[src/rtl/fetch_unit_if.sv]
// Instruction-memory request/acknowledge port between the fetch stage and imem.
// The master side is the fetch unit. The slave side is the memory.
interface fetch_unit_if;
    logic        imem_req;
    logic [31:0] imem_addr;
    logic        imem_ack;
    logic [31:0] imem_rdata;

    modport master (
        output imem_req,
        output imem_addr,
        input  imem_ack,
        input  imem_rdata
    );

    modport slave (
        input  imem_req,
        input  imem_addr,
        output imem_ack,
        output imem_rdata
    );
endinterface

[src/rtl/fetch_unit.sv]
// fetch_unit: instruction-fetch stage feeding the main control decoder.
// Owns the PC. It fetches one 32-bit word per instruction over a req/ack port and
// holds that word until the datapath retires it. On retire it selects the next PC
// from the jump, branch and sequential candidates.
// Optional build macro FETCH_PERF_CNT_EN adds saturating retire and fetch-stall
// counters.
//
// state | meaning
// BOOT  | first cycle out of reset, no request issued
// FETCH | imem_req high at imem_addr=pc, waiting for imem_ack
// EXEC  | instr valid, waiting for retire to advance pc
module fetch_unit #(
    parameter logic [31:0] RESET_PC = 32'h0000_0000,
    parameter int          PERF_W   = 32
) (
    input  logic               clk,
    input  logic               rst,
    fetch_unit_if.master       imem,
    output logic [31:0]        pc,
    output logic [31:0]        instr,
    output logic [5:0]         ins_H,
    output logic [5:0]         ins_L,
    output logic               instr_valid,
    input  logic               retire,
    input  logic               Branch,
    input  logic               PCSrc,
    input  logic               zero
`ifdef FETCH_PERF_CNT_EN
    ,
    output logic [PERF_W-1:0]  retired_cnt,
    output logic [PERF_W-1:0]  fetch_wait_cnt
`endif
);

    typedef enum logic [1:0] {
        BOOT  = 2'd0,
        FETCH = 2'd1,
        EXEC  = 2'd2
    } state_t;

    state_t      state, state_nxt;
    logic [31:0] pc4, br_off, next_pc;
    logic        accept_ack, accept_retire;

    // Elaboration-time sanity checks on the parameters.
    if (RESET_PC[1:0] != 2'b00) begin : g_bad_reset_pc
        $error("fetch_unit: RESET_PC must be word aligned");
    end
    if (PERF_W < 1) begin : g_bad_perf_w
        $error("fetch_unit: PERF_W must be at least 1");
    end

    assign accept_ack    = (state == FETCH) && imem.imem_ack;
    assign accept_retire = (state == EXEC) && retire;

    // State register. Reset also drops imem_req asynchronously.
    always_ff @(posedge clk or posedge rst) begin
        if (rst) state <= BOOT;
        else     state <= state_nxt;
    end

    // Next-state logic.
    always_comb begin
        state_nxt = state;
        case (state)
            BOOT:    state_nxt = FETCH;
            FETCH:   if (imem.imem_ack) state_nxt = EXEC;
            EXEC:    if (retire) state_nxt = FETCH;
            default: state_nxt = BOOT;
        endcase
    end

    // Moore outputs decoded from the current state.
    always_comb begin
        imem.imem_req = 1'b0;
        instr_valid   = 1'b0;
        case (state)
            FETCH:   imem.imem_req = 1'b1;
            EXEC:    instr_valid   = 1'b1;
            default: ;
        endcase
    end

    // Next-PC selection. A jump has priority over a taken branch, and all sums wrap modulo 2^32.
    always_comb begin
        pc4    = pc + 32'd4;
        br_off = {{14{instr[15]}}, instr[15:0], 2'b00};
        if (PCSrc)              next_pc = {pc4[31:28], instr[25:0], 2'b00};
        else if (Branch && zero) next_pc = pc4 + br_off;
        else                    next_pc = pc4;
    end

    // The PC and instruction registers are only written at the two handshake points.
    always_ff @(posedge clk or posedge rst) begin
        if (rst) begin
            pc    <= RESET_PC;
            instr <= 32'h0000_0000;
        end else begin
            if (accept_retire) pc    <= next_pc;
            if (accept_ack)    instr <= imem.imem_rdata;
        end
    end

    assign imem.imem_addr = pc;
    assign ins_H          = instr[31:26];
    assign ins_L          = instr[5:0];

`ifdef FETCH_PERF_CNT_EN
    // Saturating performance counters: accepted retires, and stalled fetch cycles.
    always_ff @(posedge clk or posedge rst) begin
        if (rst) begin
            retired_cnt    <= '0;
            fetch_wait_cnt <= '0;
        end else begin
            if (accept_retire && (retired_cnt != '1))
                retired_cnt <= retired_cnt + 1'b1;
            if ((state == FETCH) && !imem.imem_ack && (fetch_wait_cnt != '1))
                fetch_wait_cnt <= fetch_wait_cnt + 1'b1;
        end
    end
`endif

endmodule
[src/flat_wrapper.sv]
// flat-port wrapper written by rule: the top's interface ports become plain ports
module fetch_unit_flat 
#(
    parameter logic [31:0] RESET_PC = 32'h0000_0000,
    parameter int          PERF_W   = 32
)
  (clk, rst, pc, instr, ins_H, ins_L, instr_valid, retire, Branch, PCSrc, zero, imem_imem_req, imem_imem_addr, imem_imem_ack, imem_imem_rdata);
  fetch_unit_if imem_i ();
  input  logic clk;
  input  logic rst;
  output logic [31:0] pc;
  output logic [31:0] instr;
  output logic [5:0] ins_H;
  output logic [5:0] ins_L;
  output logic instr_valid;
  input  logic retire;
  input  logic Branch;
  input  logic PCSrc;
  input  logic zero;
  output wire logic [$bits(imem_i.imem_req)-1:0] imem_imem_req;
  output wire logic [$bits(imem_i.imem_addr)-1:0] imem_imem_addr;
  input wire logic [$bits(imem_i.imem_ack)-1:0] imem_imem_ack;
  input wire logic [$bits(imem_i.imem_rdata)-1:0] imem_imem_rdata;
  assign imem_imem_req = imem_i.imem_req;
  assign imem_imem_addr = imem_i.imem_addr;
  assign imem_i.imem_ack = imem_imem_ack;
  assign imem_i.imem_rdata = imem_imem_rdata;
  fetch_unit #(.RESET_PC(RESET_PC), .PERF_W(PERF_W)) u_core (.clk(clk), .rst(rst), .imem(imem_i), .pc(pc), .instr(instr), .ins_H(ins_H), .ins_L(ins_L), .instr_valid(instr_valid), .retire(retire), .Branch(Branch), .PCSrc(PCSrc), .zero(zero));
endmodule
[config.mk]
export PLATFORM = sky130hd
export DESIGN_NAME = fetch_unit_flat
export DESIGN_NICKNAME = d
export VERILOG_FILES = /design/src/rtl/fetch_unit_if.sv /design/src/rtl/fetch_unit.sv /design/src/flat_wrapper.sv
export SDC_FILE = /design/constraint.sdc
export NUM_CORES = 1
export LEC_CHECK = 0
export ABC_AREA = 1
export CORE_MARGIN = 2
export CORE_UTILIZATION = 50
export CTS_BUF_LIST = sky130_fd_sc_hd__clkbuf_16
export DETAILED_ROUTE_END_ITERATION = 12
export PLACE_DENSITY = 0.8
export SLEW_MARGIN = 20
export SYNTH_ARGS = -nofsm -noshare
export SYNTH_HDL_FRONTEND = slang
export SYNTH_SLANG_ARGS = --single-unit
[constraint.sdc]
create_clock -name clk -period 2.9 [get_ports clk]
set_input_delay 0.725 -clock clk [delete_from_list [all_inputs] [get_ports clk]]
set_output_delay 0.725 -clock clk [all_outputs]
set_load 0.05 [all_outputs]
# [Word level (Yosys, flattened, before mapping)]
# Cells that the tools add are included.
[classes] mul=0 n_reduce_logical=5 mux=7 n_shift=0 order_cmp=0 n_addsub=2 eq_ne=4 n_div=0 bitwise=0
[ops] op="$mux W32" count=2
[ops] op="$add A32 B3 Y32 const B" count=1
[ops] op="$add A32 B32 Y32" count=1
[ops] op="$pmux W2 S3" count=1
[ops] op="$mux W2" count=2
[ops] op="$ne A2 B2 Y1 const B" count=2
[ops] op="$logic_and A1 B1 Y1" count=3
[ops] op="$eq A2 B1 Y1 const B" count=1
[ops] op="$eq A2 B2 Y1 const B" count=1
[ops] op="$logic_not A2 Y1" count=1
[ops] op="$mux W1" count=2
[ops] op="$reduce_and A2 Y1" count=1
[totals] mem_count=0 reg_bits=66 mem_bits_ro=0 ramBits=0 latchBits=0 wordCells=21 input_bits=39

# [Longest topological paths before layout]
[logic_depth] ltp_word=4 mapped_depth=25

# [Least setup slack after synthesis]
# No wires, ideal clock.
[synth_timing] path_type="reg-to-reg" start="reg u_core.pc[3], in the netlist u_core.imem.imem_addr[3]" end="reg u_core.pc[15], in the netlist u_core.imem.imem_addr[15]" arrival_ns=2.909 slack_ns=-0.128 period_less_slack_ns=3.028 stages_incl_launch_ff=19 required_ns=2.782 setup_time_ns=0.118 path_cell_list="dfrtp_1 > ha_1 > nand2_1 > nor2_2 > nand2_2 > nor3_2 > xor2_1 > ha_1 > nand2_1 > inv_1 > nand2_1 > nand2_1 > a21oi_1 > nand2_1 > or2_2 > nand3_1 > nand3_1 > nand2_1 > nand2_1"
[synth_via] elab_chain_len=4
[synth_rtl] item="start, declared" line_no="fetch_unit.sv:19" source="output logic [31:0] pc,"
[synth_rtl] item="start signal, assigned" line_no="fetch_unit.sv:99" source="if (accept_retire) pc <= next_pc;"
[synth_rtl] item="$add A32 B3 Y32 (*)" line_no="fetch_unit.sv:86" source="pc4 = pc + 32'd4;"
[synth_rtl] item="$add A32 B32 Y32" line_no="fetch_unit.sv:89" source="else if (Branch && zero) next_pc = pc4 + br_off;"
[synth_rtl] item="$mux W32 (*)" line_no="fetch_unit.sv:89"
[synth_rtl] item="$mux W32 (*)" line_no="fetch_unit.sv:88" source="if (PCSrc) next_pc = {pc4[31:28], instr[25:0], 2'b00};"
# Mark *: on every way between the ends. The rest lies on a longest branch, timed or not.
# A chain may end at the register's enable or synchronous reset.

# [Final worst setup path]
[layout_timing] start="reg u_core.pc[2], in the netlist u_core.imem.imem_addr[2]" end="reg u_core.pc[27], in the netlist u_core.imem.imem_addr[27]"
# The elaborated chain is that of the path after synthesis.

==> impl_metrics.ini <==
[die]
start_util_pct = 51.4
rows = 41
dieArea_um2 = 14000
die_h_um = 118
ioPinCount = 149
fp.dieW_um = 118
core-area_um2 = 12700

[logic_synthesis]
yosysMostFrequentCell = nand2_1
ys_seq_area_share_pct = 24.6
syn_inst = 1018
synth_area_leader_cell = dfrtp_1
synth_edf_count = 0
avgSynthCellArea_um2 = 6.40
synth_seq_cells = 64
synth_top_cell_area_share_pct = 24.6
yosysUniqueCellTypes = 45
yosys_warnings = 0
syn-cell-area_um2 = 6510
synthTopCellsByCount = nand2_1 (342), inv_1 (135), nor2_1 (109)
synthTopCellsByArea = dfrtp_1 (25%), nand2_1 (20%), inv_1 (7.8%), ha_1 (7.1%), nor2_1 (6.3%)
async_flop_share_pct = 100
synth_top_flop_cell = dfrtp_1

[sta]
finalWorstSetupSlack_ns = -0.0161
fin_crit_ns = 2.92
period_share_pct = 101
rsz0062_at_grt = true
tns_ns = -0.0187
clock.fmax_mhz = 343
maxSlewHeadroom_pct = 46.5
slew_violations = 0
finalClockSkew_ns = 0.00757
hold_viol_final = 0
worst_pin_slew_ns = 0.803
setup_viol = 2

[critical_path]
critical_path.max_fanout = 4
startpoint_type = flip-flop
crit_arrival_ns = 3.15
criticalPathCategory = flip-flop to flip-flop
cp-end-kind = flip-flop
required_ns = 3.13
reg2regPathDepth = 19

[final_layout]
num_antenna_cells = 0
fill_cells = 963
drive_above_1_share_pct = 25.6
nNetsFinal = 1291
multi_input_area_um2 = 4630
seq_area_um2 = 1610
area_growth_pct = 45.9

[clock_network]
cts.sinks = 64
clock_tree.root_cell = clkbuf_16
clkLatencyLatePin_ns = 0.34
cts_buffers = 9
cts_hold_buf = 0
clk_pin_slew_worst_paths_ns = 0.06
cts_buffer_depth = 2
cts_tree = built
htree_num_levels = 3

[grt]
grt_pass1_vias = 7108
grt_pass1_wl_um = 34600
grt_antenna_before_repair = 0
grt_max_degree = 46
grt_overflow = 0
grt_use_total_pct = 30.8

[min_path]
hold_class = flip-flop to flip-flop
whs_path_depth = 1

[detailed_routing]
antenna_left = 0
drt_iter0_markers = 634
dr.pass1.iters = 5
route.vias.total = 7480
drc = 0
finalWirelength_um = 22900
wl_per_cell_um = 16.5
vias_per_cell = 5.38

[place]
io_buffers = 144
hpwl_um = 16500
place.gp.congestion = 0.958

[flow_run]
maxCapViolCount = 0

[outcome]
outcome = finished, violations left
violations = setup timing
-- final cells by class --
type	count	area share (%)
clock inverters	7	0.685
repair buffers	248	23.6
inverters	135	5.33
clock buffers	9	2.37
multi-input cells	756	48.8
well taps	172	2.26
flip-flops and latches	64	17.0
-- worst max-delay path: stages, from the launching register on --
cell      delay, ns
dfrtp_2        0.41
buf_4          0.14
nand3_2        0.11
nor3_4         0.22
buf_6          0.13
buf_4          0.09
nand2_1        0.09
xor2_2         0.27
ha_1           0.32
nand2_1        0.14
inv_1          0.05
nand2_1        0.06
nand2_1        0.07
o21bai_1       0.16
nor2_1         0.15
nand3_1        0.09
nand3_1        0.10
nand2_1        0.09
nand2_1        0.07
nand2_1        0.05
-- per-stage QoR --
step | instance area [um2] | std cells | hold WS [ns] | utilization [%] | worst slack [ns]
after floorplan | 6530 | 1021 | 0.482 | - | 0.0655
after global placement | 8360 | 1354 | 0.500 | 66.0 | -0.104
after detailed placement | 8360 | 1354 | 0.511 | 66.0 | -0.160
after CTS | 8800 | 1376 | 0.516 | 69.4 | 0.00111
after global routing | 9500 | 1391 | 0.548 | 75.0 | -0.228
final | 9500 | 1391 | 0.523 | 75.0 | -0.0161
-- worst paths after layout --
check	startpoint	to	slack [ns]
max reg2reg	u_core.imem.imem_addr[2]	u_core.imem.imem_addr[27]	-0.02
min reg2reg	u_core.state[0]	u_core.state[0]	0.52
max	u_core.imem.imem_addr[2]	u_core.imem.imem_addr[27]	-0.02
min in group asynchronous	rst	u_core.instr[27]	0.73
max in group asynchronous	rst	u_core.imem.imem_addr[3]	1.51
min	u_core.state[0]	u_core.state[0]	0.52
-- registers in the layout, indices dropped and copies added, names as in the netlist --
register and flops:
u_core.imem.imem_addr 30, u_core.instr 32, u_core.state 2
-- cells by family after synthesis --
group                    count (synthesis)  synth area share [%]
AO/OA/AOI/OAI                           96                  8.40
XOR/XNOR                                26                  3.50
buffers and inverters                  201                  14.8
flip-flops                              64                  24.6
other                                    1                0.0576
multiplexers                            27                  4.67
AND/OR/NAND/NOR                        565                  36.5
adder cells (fa/ha/maj)                 38                  7.42
-- what timing repair did --
action | CTS | global route
pin swaps | 1 | 31
gates resized for setup | 22 | 141
setup endpoints to repair | 18 | 23
cloned | 0 | 0
setup buffers | 6 | 15
-- cell usage in the layout, fill, tap and decap left out, types with 9 or more instances in the layout --
master           Yosys  routed
xor2_1              24      12
xor2_2               0      12
a21oi_1             47      33
dfrtp_1             64      54
clkbuf_16            0       9
a21oi_2              1      12
nor2_2               5      28
nor2_1             109      80
nand2_1            342     301
ha_1                37      22
dfrtp_2              0      10
buf_4               47     101
mux2_2              27      27
o21ai_0             21      19
ha_4                 0      15
nand3_1             69      60
clkdlybuf4s50_1      0     143
nand2_2              6      45
inv_1              135     132
-- metal layers --
metal / track usage, % / routed length [um]
met2: 49.5 / 10800
met1: 40.4 / 9330
met5: 0 / 0
met4: 11.7 / 701
met3: 6.73 / 2100
Power is not shown: default switching activity piles up to over one toggle a cycle in this logic, so the estimate is an artifact.
==> patch (same flow settings) <==
The 3 states of `state_t` get a one-hot encoding in 3 bits.
--- a/src/rtl/fetch_unit.sv
+++ b/src/rtl/fetch_unit.sv
@@ -32,10 +32,10 @@
 `endif
 );
 
-    typedef enum logic [1:0] {
-        BOOT  = 2'd0,
-        FETCH = 2'd1,
-        EXEC  = 2'd2
+    typedef enum logic [2:0] {
+        BOOT  = 3'b001,
+        FETCH = 3'b010,
+        EXEC  = 3'b100
     } state_t;
 
     state_t      state, state_nxt;
Check against the original RTL: no difference found for any inputs over 10 cycles, from zero or initial values and one cycle with rst high; not proved beyond that.
==> patch against the unedited design <==
The flow still finishes with violations (negative setup slack). Critical path depth down 4. Area after synthesis rose by 0.83%. Final area increased by 4.1%. Wire length is 9.2% higher. Worst setup slack got worse by 0.14 ns. Clock skew increased by 0.0012 ns. Sequential cell count grew 1. Die area rose by 0.80%. Critical path type unchanged. Largest cell class unchanged.
Power is not shown: default switching activity piles up to over one toggle a cycle in this logic, so the estimate is an artifact.
==> patch: results (changes against the unedited design) <==
- Final Instance Count excl. Fillers: 1387 (was 1391)
- Setup Buffers After CTS: 7 (was 6)
- Gr usage total: 0.302 (was 0.308)
- Placer Congestion: 0.979 (was 0.958)
- Post-synthesis cell type count: 52 (was 45)
- Final Skew: 0.00881 ns (was 0.00757 ns)
- Sequential element share of the synthesized area: 0.248 (was 0.246)
- Mux cell area share after synthesis: 0.0480 (was 0.0467)
- Post-DP Area: 8450 um2 (was 8360 um2)
- Initial detailed-routing violation count: 944 (was 634)
- Fill cell count: 850 (was 963)
- Post-synthesis xor/xnor area fraction: 0.0278 (was 0.0350)
- DR WL met2: 11500 um (was 10800 um)
- Post-Route M1 WL: 9580 um (was 9330 um)
- Final worst slack: -0.156 ns (was -0.0161 ns)
- Met2 usage: 0.478 (was 0.495)
- Run status: finished, violations left (unchanged)
- Nets@finish: 1287 (was 1291)
- Share of cells above drive strength 1: 0.302 (was 0.256)
- Crit path capture: u_core.imem.imem_addr[14]$_DFFE_PP0P_ (was u_core.imem.imem_addr[27]$_DFFE_PP0P_)
- Synth Area per Inst: 6.53 um2 (was 6.40 um2)
- Largest net degree at the start of global routing: 66 (was 46)
- Post-DP HPWL: 16100 um (was 16500 um)
- Routed WL: 25000 um (was 22900 um)
- Vias per cell: 5.60 (was 5.38)
- Grt met1 use: 0.419 (was 0.404)
- Adder-cell area share of the yosys netlist: 0.0736 (was 0.0742)
- Final setup TNS: -1.90 ns (was -0.0187 ns)
- R2R depth: 15 (was 19)
- Least-Margin Pin Slew: 0.838 ns (was 0.803 ns)
- Pre-Repair DR Iteration Count: 8 (was 5)
- Hold path startpoint: u_core.instr[27]$_DFFE_PP0P_ (was u_core.state[0]$_DFFE_PP0P_)
- First-pass GRT wire length: 34000 um (was 34600 um)
- Failing checks: negative setup slack (unchanged)
- Pre-CTS WS: -0.177 ns (was -0.160 ns)
- Endpoints failing setup: 20 (was 2)
==> patch: cell types whose count changed in the layout (fill, tap and decap cells not counted), moves of 9 or more <==
cell     change
nand2_1     -32
nor2_2      -13
inv_2        +9
inv_1       -12
nor2_1      -15
nor2_4      +15
==> patch: worst register-to-register path: stages (launching register included) <==
cell and delay (ns):
dfrtp_2 0.42, ha_2 0.19, nand2_1 0.09, nand3b_4 0.20, nor2_4 0.21, buf_4 0.18
xor2_4 0.22, ha_4 0.26, nand2_2 0.12, o21bai_1 0.13, nand3b_1 0.23, or2_2 0.31
nand3_1 0.10, nand3_1 0.14, nand2_1 0.11, nand2_1 0.05
==> patch: area by class of cell <==
cell class,instances,area (um2),share of cell area
multi-input cells,743,4920,0.497
repair buffers,256,2330,0.235
clock buffers,9,225,0.0228
clock inverters,7,63.8,0.00645
flip-flops and latches,65,1640,0.165
inverters,135,509,0.0515
well taps,172,215,0.0218
==> patch: worst min-delay path by stage <==
| stage | end | slack (ns) | cells after the start |
|---|---|---|---|
| floorplan | u_core.state[0]$_DFFE_PP1P_ | 0.60 | 3 |
| global placement | u_core.instr[21]$_DFFE_PP0P_ | 0.51 | 1 |
| detailed placement | u_core.instr[27]$_DFFE_PP0P_ | 0.52 | 1 |
| CTS | u_core.instr[27]$_DFFE_PP0P_ | 0.53 | 1 |
| global route | u_core.instr[19]$_DFFE_PP0P_ | 0.55 | 1 |
| finish | u_core.instr[27]$_DFFE_PP0P_ | 0.54 | 1 |
==> patch: logic make-up after synthesis <==
family                     Yosys count
adders and majority gates           38
DFF                                 65
xor gates and xnor gates            20
AOI/OAI and AO/OA                   96
buffers and inverters              200
and+or+nand+nor                    557
other                                1
muxes                               28
